File: config.mk
export PLATFORM = sky130hd
export DESIGN_NAME = mul_div_unit
export DESIGN_NICKNAME = d
export VERILOG_FILES = /design/src/rtl/mul_div_unit_pkg.sv /design/src/rtl/md_negate.sv /design/src/rtl/mul_div_unit.sv
export SDC_FILE = /design/constraint.sdc
export NUM_CORES = 1
export LEC_CHECK = 0
export BUFFER_PORTS_ARGS = -buffer_cell sky130_fd_sc_hd__clkbuf_2
export CORE_MARGIN = 1.5
export CORE_UTILIZATION = 63
export DETAILED_ROUTE_END_ITERATION = 8
export PLACE_DENSITY = 0.82
export SYNTH_ARGS = -nofsm -noshare
export SYNTH_HDL_FRONTEND = slang
export SYNTH_HIERARCHICAL = 1
export SYNTH_SLANG_ARGS = --single-unit
File: constraint.sdc
create_clock -name clk -period 5.9 [get_ports clk]
set_input_delay 0.295 -clock clk [delete_from_list [all_inputs] [get_ports clk]]
set_output_delay 0.295 -clock clk [all_outputs]
set_load 0.02 [all_outputs]
File: src/rtl/mul_div_unit_pkg.sv
// rtl/mul_div_unit_pkg.sv - RV32M op-codes, FSM encodings and operand-sign helpers
package mul_div_unit_pkg;

  localparam int MD_XLEN  = 32;
  localparam int MD_CNT_W = 6;

  localparam logic [2:0] MD_MUL    = 3'b000;
  localparam logic [2:0] MD_MULH   = 3'b001;
  localparam logic [2:0] MD_MULHSU = 3'b010;
  localparam logic [2:0] MD_MULHU  = 3'b011;
  localparam logic [2:0] MD_DIV    = 3'b100;
  localparam logic [2:0] MD_DIVU   = 3'b101;
  localparam logic [2:0] MD_REM    = 3'b110;
  localparam logic [2:0] MD_REMU   = 3'b111;

  typedef logic [1:0] md_state_t;
  localparam md_state_t S_IDLE = 2'd0;
  localparam md_state_t S_RUN  = 2'd1;
  localparam md_state_t S_DONE = 2'd2;

  function automatic logic op_is_div(input logic [2:0] f);
    return f[2];
  endfunction

  function automatic logic op_signed_a(input logic [2:0] f);
    return (f == MD_MUL) || (f == MD_MULH) || (f == MD_MULHSU) ||
           (f == MD_DIV) || (f == MD_REM);
  endfunction

  function automatic logic op_signed_b(input logic [2:0] f);
    return (f == MD_MUL) || (f == MD_MULH) || (f == MD_DIV) || (f == MD_REM);
  endfunction

endpackage

File: src/rtl/md_negate.sv
// rtl/md_negate.sv - conditional two's-complement negation of a W-bit value
module md_negate #(
  parameter int W = 32
) (
  input  logic         i_neg,
  input  logic [W-1:0] i_val,
  output logic [W-1:0] o_val
);

  assign o_val = i_neg ? (~i_val + {{(W-1){1'b0}}, 1'b1}) : i_val;

endmodule

File: src/rtl/mul_div_unit.sv
// rtl/mul_div_unit.sv - iterative RV32M multiply/divide unit, one bit per cycle
module mul_div_unit
  import mul_div_unit_pkg::*;
#(
  parameter int XLEN  = MD_XLEN,
  parameter int CNT_W = MD_CNT_W
) (
  input  logic            clk,
  input  logic            reset,
  input  logic            start,
  input  logic [2:0]      funct3,
  input  logic [XLEN-1:0] rs1_data,
  input  logic [XLEN-1:0] rs2_data,
  input  logic [4:0]      rd_in,
  input  logic            kill,
  output logic            busy,
  output logic            done,
  output logic [XLEN-1:0] result,
  output logic [4:0]      rd_out,
  output logic            wb_en
);

  md_state_t         r_state;
  logic [CNT_W-1:0]  r_cnt;
  logic [2*XLEN-1:0] r_acc;
  logic [XLEN-1:0]   r_opb;
  logic [2:0]        r_funct3;
  logic              r_neg_q;
  logic              r_neg_r;
  logic [4:0]        r_rd_pend;
  logic [XLEN-1:0]   r_result;
  logic [4:0]        r_rd_out;

  logic              w_s1;
  logic              w_s2;
  logic [XLEN-1:0]   w_mag_a;
  logic [XLEN-1:0]   w_mag_b;
  logic              w_div_zero;
  logic              w_ovf;
  logic              w_special;
  logic [XLEN-1:0]   w_special_val;
  logic [XLEN:0]     w_mul_sum;
  logic [XLEN:0]     w_div_sh;
  logic              w_div_ge;
  logic [XLEN-1:0]   w_div_diff;
  logic [2*XLEN-1:0] w_acc_next;
  logic [2*XLEN-1:0] w_prod;
  logic [XLEN-1:0]   w_quot;
  logic [XLEN-1:0]   w_rem;
  logic [XLEN-1:0]   w_final;

  assign w_s1 = op_signed_a(funct3) & rs1_data[XLEN-1];
  assign w_s2 = op_signed_b(funct3) & rs2_data[XLEN-1];

  md_negate #(.W(XLEN)) u_mag_a (.i_neg(w_s1), .i_val(rs1_data), .o_val(w_mag_a));
  md_negate #(.W(XLEN)) u_mag_b (.i_neg(w_s2), .i_val(rs2_data), .o_val(w_mag_b));

  assign w_div_zero = op_is_div(funct3) && (rs2_data == '0);
  assign w_ovf      = ((funct3 == MD_DIV) || (funct3 == MD_REM)) &&
                      (rs1_data == {1'b1, {(XLEN-1){1'b0}}}) && (rs2_data == '1);
  assign w_special  = w_div_zero | w_ovf;

  // funct3[1] separates REM/REMU from DIV/DIVU
  always_comb begin
    w_special_val = '0;
    if (w_div_zero) begin
      w_special_val = funct3[1] ? rs1_data : '1;
    end else if (w_ovf) begin
      w_special_val = funct3[1] ? '0 : rs1_data;
    end
  end

  // Multiply: r_acc = {partial product, remaining multiplier bits}, shifts right.
  // Divide:   r_acc = {partial remainder, dividend/quotient bits}, shifts left.
  assign w_mul_sum  = {1'b0, r_acc[2*XLEN-1:XLEN]} + (r_acc[0] ? {1'b0, r_opb} : '0);
  assign w_div_sh   = {r_acc[2*XLEN-1:XLEN], r_acc[XLEN-1]};
  assign w_div_ge   = w_div_sh >= {1'b0, r_opb};
  assign w_div_diff = w_div_sh[XLEN-1:0] - r_opb;

  always_comb begin
    w_acc_next = {w_mul_sum, r_acc[XLEN-1:1]};
    if (op_is_div(r_funct3)) begin
      w_acc_next = w_div_ge ? {w_div_diff, r_acc[XLEN-2:0], 1'b1}
                            : {w_div_sh[XLEN-1:0], r_acc[XLEN-2:0], 1'b0};
    end
  end

  md_negate #(.W(2*XLEN)) u_fix_prod (.i_neg(r_neg_q), .i_val(w_acc_next), .o_val(w_prod));
  md_negate #(.W(XLEN)) u_fix_quot (.i_neg(r_neg_q), .i_val(w_acc_next[XLEN-1:0]), .o_val(w_quot));
  md_negate #(.W(XLEN)) u_fix_rem (.i_neg(r_neg_r), .i_val(w_acc_next[2*XLEN-1:XLEN]), .o_val(w_rem));

  always_comb begin
    w_final = w_rem;
    case (r_funct3)
      MD_MUL:                       w_final = w_prod[XLEN-1:0];
      MD_MULH, MD_MULHSU, MD_MULHU: w_final = w_prod[2*XLEN-1:XLEN];
      MD_DIV, MD_DIVU:              w_final = w_quot;
      default:                      w_final = w_rem;
    endcase
  end

  always_ff @(posedge clk) begin
    if (reset) begin
      r_state   <= S_IDLE;
      r_cnt     <= '0;
      r_acc     <= '0;
      r_opb     <= '0;
      r_funct3  <= '0;
      r_neg_q   <= 1'b0;
      r_neg_r   <= 1'b0;
      r_rd_pend <= '0;
      r_result  <= '0;
      r_rd_out  <= '0;
    end else begin
      case (r_state)
        S_IDLE: begin
          if (start) begin
            if (w_special) begin
              r_state  <= S_DONE;
              r_result <= w_special_val;
              r_rd_out <= rd_in;
            end else begin
              r_state   <= S_RUN;
              r_cnt     <= '0;
              r_acc     <= {{XLEN{1'b0}}, (op_is_div(funct3) ? w_mag_a : w_mag_b)};
              r_opb     <= op_is_div(funct3) ? w_mag_b : w_mag_a;
              r_funct3  <= funct3;
              r_neg_q   <= w_s1 ^ w_s2;
              r_neg_r   <= w_s1;
              r_rd_pend <= rd_in;
            end
          end
        end
        S_RUN: begin
          if (kill) begin
            r_state <= S_IDLE;
          end else begin
            r_acc <= w_acc_next;
            r_cnt <= r_cnt + {{(CNT_W-1){1'b0}}, 1'b1};
            if (r_cnt == CNT_W'(XLEN - 1)) begin
              r_state  <= S_DONE;
              r_result <= w_final;
              r_rd_out <= r_rd_pend;
            end
          end
        end
        default: r_state <= S_IDLE;
      endcase
    end
  end

  assign busy   = (r_state != S_IDLE);
  assign done   = (r_state == S_DONE);
  assign result = r_result;
  assign rd_out = r_rd_out;
  assign wb_en  = done & (r_rd_out != 5'd0);

endmodule

==> reports/metrics.sh <==
RUN_STATUS='complete, no violations'
SYNTH_TOP_CELLS_BY_AREA='dfxtp_1 (18%), xnor2_1 (11%), mux2i_1 (5.6%)'
ROW_COUNT=59
CP_SLOWEST_STAGE_DELAY_NS=0.51
MET1WIRELENGTH_UM=23600
DR.FIRST_ITER.DRC_COUNT=2751
CLK_TRANSITION_REPORTED_PATHS_NS=0.08
FLOORPLAN.INITIALDENSITY_PCT=64.8
POST_ROUTE_CELLS_DRIVE_ABOVE_1_SHARE_PCT=16.2
ROUTED.TOP_LAYER='met5'
TIMING.FINAL.CRIT_SHARE_PCT=95.7
DETAILEDROUTE.FIRSTPASSITERATIONCOUNT=6
TIMING.MAX_SLEW.REL_SLACK_PCT=17.6
ROUTE.VIAS.TOTAL=18567
VIASPERCELL=7.18
DESIGN.FINAL.NETS=2385
INITIAL_ANTENNA_VIOLATION_COUNT=2
ROUTED_WIRE_LENGTH_PER_INSTANCE_UM=24.8
N_FILL_CELL=2182
P_LEAK_nW=7.10
LIBRARY_CELL_WITH_THE_HIGHEST_INSTANCE_COUNT_AFTER_SYNTHESIS='xnor2_1'
POSTSYNTHREGISTERBITS=151
PIN_COUNT_OF_THE_BIGGEST_NET_ENTERING_GLOBAL_ROUTING=100
SYNTH_CELL_TYPE_COUNT=93
IO_PINS=116
CLOCKROOTBUFFER='clkbuf_16'
POST_LAYOUT_NONFILLER_INSTANCES=2585
NUMBER_OF_CELLS_PRODUCED_BY_SYNTHESIS=2168
DETAIL_ROUTE.DRC_VIOLATIONS=0
YOSYSTOPAREACELLSHARE_PCT=17.8
FINALCRITICALPERIOD_NS=5.64
MET2_LAYER_WIRE_LENGTH_IN_THE_ROUTED_DESIGN_UM=28600
MIN-DELAY-START='rd_in[1]'
BUFFERS_INVERTERS_ON_CRITICAL_PATH=2
ASYNC_FLOP_SHARE_PCT=0
MAX_SLEW.WORST_PIN.SLEW_NS=1.23
WORSTREGTOREGCELLS=20
SYNTH_COMMONEST_CELLS='xnor2_1 (219), nand2_1 (196), nor2_1 (158)'
TRITONCTS_NUM_SINKS=151
ANTENNA_VIOLATING_NETS_POST_ROUTE=0
TIMING.HOLD.WORST_PATH_DEPTH=3
FF2FF_SETUP_SLACK_NS=0.26
FINALWIRELENGTH_UM=64200
WORSTPATHCELLLIST='inv_1 > ha_1 > a21o_1 > a21oi_1 > a21oi_1 > a211o_1 > a22oi_2 > o21a_1 > buf_12 > nor3_1 > a2111oi_2 > nor2_1 > or4_4 > or3_1 > or4_1 > o31ai_1 > xnor2_1 > o221ai_1 > a21o_1 > a311oi_1'
DESIGN.DIE.AREA_UM2=28000
DETAILROUTE.WIRELENGTH.MET3_UM=7010
NUMBER_OF_ENDPOINTS_FAILING_SETUP_AT_THE_FINAL_STAGE=0
CLOCK_TREE_FROM_TRITONCTS='yes'
GRT_PASS1_WL_UM=98200
CRITICAL_PATH.REG2REG.ENDPOINT='result[31]'
CTS_HOLD_BUF=0
INSERTEDDIODECOUNT=0
HOLD-PATH-ENDPOINT='r_rd_pend[1]'
LIBRARY_CELL_OCCUPYING_THE_MOST_AREA_IN_THE_POST_SYNTHESIS_NETLIST='dfxtp_1'
GRT_PASS1_VIAS=17109
SYN2LAYOUT_AREA_GROWTH_PCT=9.91
DIE_W_UM=167
SYNTH.NET_COUNT=2316
SETUP_TOTAL_NEGATIVE_SLACK_NS=0
SYNTHESIS.AREA_PER_INSTANCE_UM2=7.85
RR_STARTPOINT='r_opb[3]'
WORST_PATH_DOMINANT_CELL_FAMILY='compound AO/OA/AOI/OAI gates'
POWER.DENSITY_nW_PER_UM2=213
FMAX_MHz=177
HOLD_CLASS='input port to register'
PRE_CTS_WS_NS=0.268
CTSLONGESTPATHBUFFERS=2
SYNTH_FF_TYPE='dfxtp_1'
FLOORPLAN.DIE.HEIGHT_UM=167
CLKLATENCYLATEPIN_NS=0.45
CP-END-KIND='register'
PLACEMENT.IO_BUFFERS=115
TIMING.SETUP.CRITICAL_PATH_CLASS='register to register'
IR_WORST_VDD_uV=158
GRT.OVERFLOW.TOTAL=0
PLACE_CONGESTION=1.03
CP_DATA_REQUIRED_TIME_NS=6.25
GRT_UTIL_ALL_LAYERS_PCT=44.7
CRIT_PATH_SETUP_SLACK_LAYOUT_NS=0.256
WORST-ENDPOINT-ARRIVAL_NS=6.00
CTS_BUFFERS=17
CAP_VIOL_MAX_COUNT=0
PLACED_CELLS_INCL_TAPS=2549
CRIT_PATH_TOP_DELAY_CELL='or4_4'
WORST_SETUP_PATH_START_KIND='register'
WORSTPATHMAXFANOUT=21
YS_WARN_COUNT=6
HOLD_VIOLATIONS=0
LAYOUT.CORE_UTILIZATION_PCT=71.2
TIMING.CLOCK.SKEW_NS=0.0180
CORE_REGION_AREA_UM2=26300
SEQ_AREA_FRAC_SYNTH_PCT=17.8
MAXSLEWVIOLCOUNT=0
CTS.HTREE.LEVELS=4
SYNTH_AREA_UM2=17000
SYNTH_ENABLE_FLOP_CELLS=0
DETAILED_PLACE_HPWL_UM=47800
FIN_TOTAL_PWR_mW=3.99
power breakdown:
group / leakage [nW] / internal, mW / total, mW / switching [mW]
Clock: 0.290 / 0.573 / 1.15 / 0.578
Sequential: 1.23 / 1.07 / 1.13 / 0.0629
Combinational: 5.58 / 0.624 / 1.70 / 1.08
Total: 7.10 / 2.27 / 3.99 / 1.72
area by class of cell:
type / count / area, um2 / area share (%)
Sequential cell: 151 / 3030 / 16.2
Timing Repair Buffer: 193 / 1190 / 6.36
Multi-Input combinational cell: 1814 / 13200 / 70.8
Inverter: 60 / 225 / 1.20
Clock inverter: 15 / 178 / 0.949
Tap cell: 335 / 419 / 2.24
Clock buffer: 17 / 425 / 2.27
registers in the layout (all words and copies together), names as in the netlist:
| signal | cells |
|---|---|
| r_rd_pend | 5 |
| r_neg_q | 1 |
| rd_out | 5 |
| r_state | 2 |
| result | 32 |
| r_funct3 | 3 |
| r_cnt | 6 |
| r_opb | 32 |
| r_acc | 64 |
| r_neg_r | 1 |
worst max-delay path by stage:
stage                         start         end  slack (ns)  cells past startpoint
after floorplan            r_opb[6]  result[31]        0.86                     19
after global placement    r_opb[20]  result[30]        0.39                     19
after detailed placement   r_acc[0]  result[31]        0.27                     20
after CTS                  r_acc[0]  result[31]        0.24                     20
after global routing      r_opb[16]  result[31]       -0.08                     20
final                      r_opb[3]  result[31]        0.26                     20
what timing repair did:
action	CTS	global route
resized for setup	0	4
endpoints found under the setup margin	0	12
buffers inserted	0	4
worst min-delay path: stages:
cell and delay, ns:
clkbuf_2 0.09, mux2i_1 0.06, nor2_1 0.07
cells by family (layout without fill, tap and decap cells):
| group | count (synthesis) | count (layout) | synth area share (%) |
|---|---|---|---|
| simple gates | 680 | 680 | 22.1 |
| fa+ha+maj | 72 | 72 | 5.38 |
| buf+inv | 203 | 285 | 4.81 |
| flops | 151 | 151 | 17.8 |
| compound gates | 697 | 697 | 30.0 |
| mux | 127 | 127 | 7.70 |
| xor+xnor | 238 | 238 | 12.2 |
per-layer routing:
metal	global-route usage [%]	up-vias
li1	-	8299
met1	53.3	8695
met2	72.8	1272
met3	9.81	297
met4	28.6	4
met5	0	-
through the flow:
stage,cell area (um2),hold WS [ns]
3_5_place_dp,18100,0.462
4_1_cts,18700,0.0970
2_1_floorplan,17000,0.436
5_1_grt,18700,0.114
6_report,18700,0.0952
3_3_place_gp,18100,0.456
placed cells by master, fill, tap and decap left out, drive strengths merged, types with 11 or more instances in the layout:
cell    instances
dfxtp         151
nor2b          14
a31oi          18
o21ai         124
o41ai          51
a22o           25
ha             70
mux2           32
or2            13
mux2i          95
a311oi         39
nand3          36
o21a           11
o221ai         33
o31ai          71
inv            66
nand4          37
clkbuf        130
a211oi         46
o211ai         36
and2           37
nor3           37
a21o           73
nor2          159
xor2           19
or3            22
nor4           46
nand2         196
buf            80
o22ai          34
or4            19
nand2b         23
a21oi          92
xnor2         219
Power figures use the tool's default switching activity.
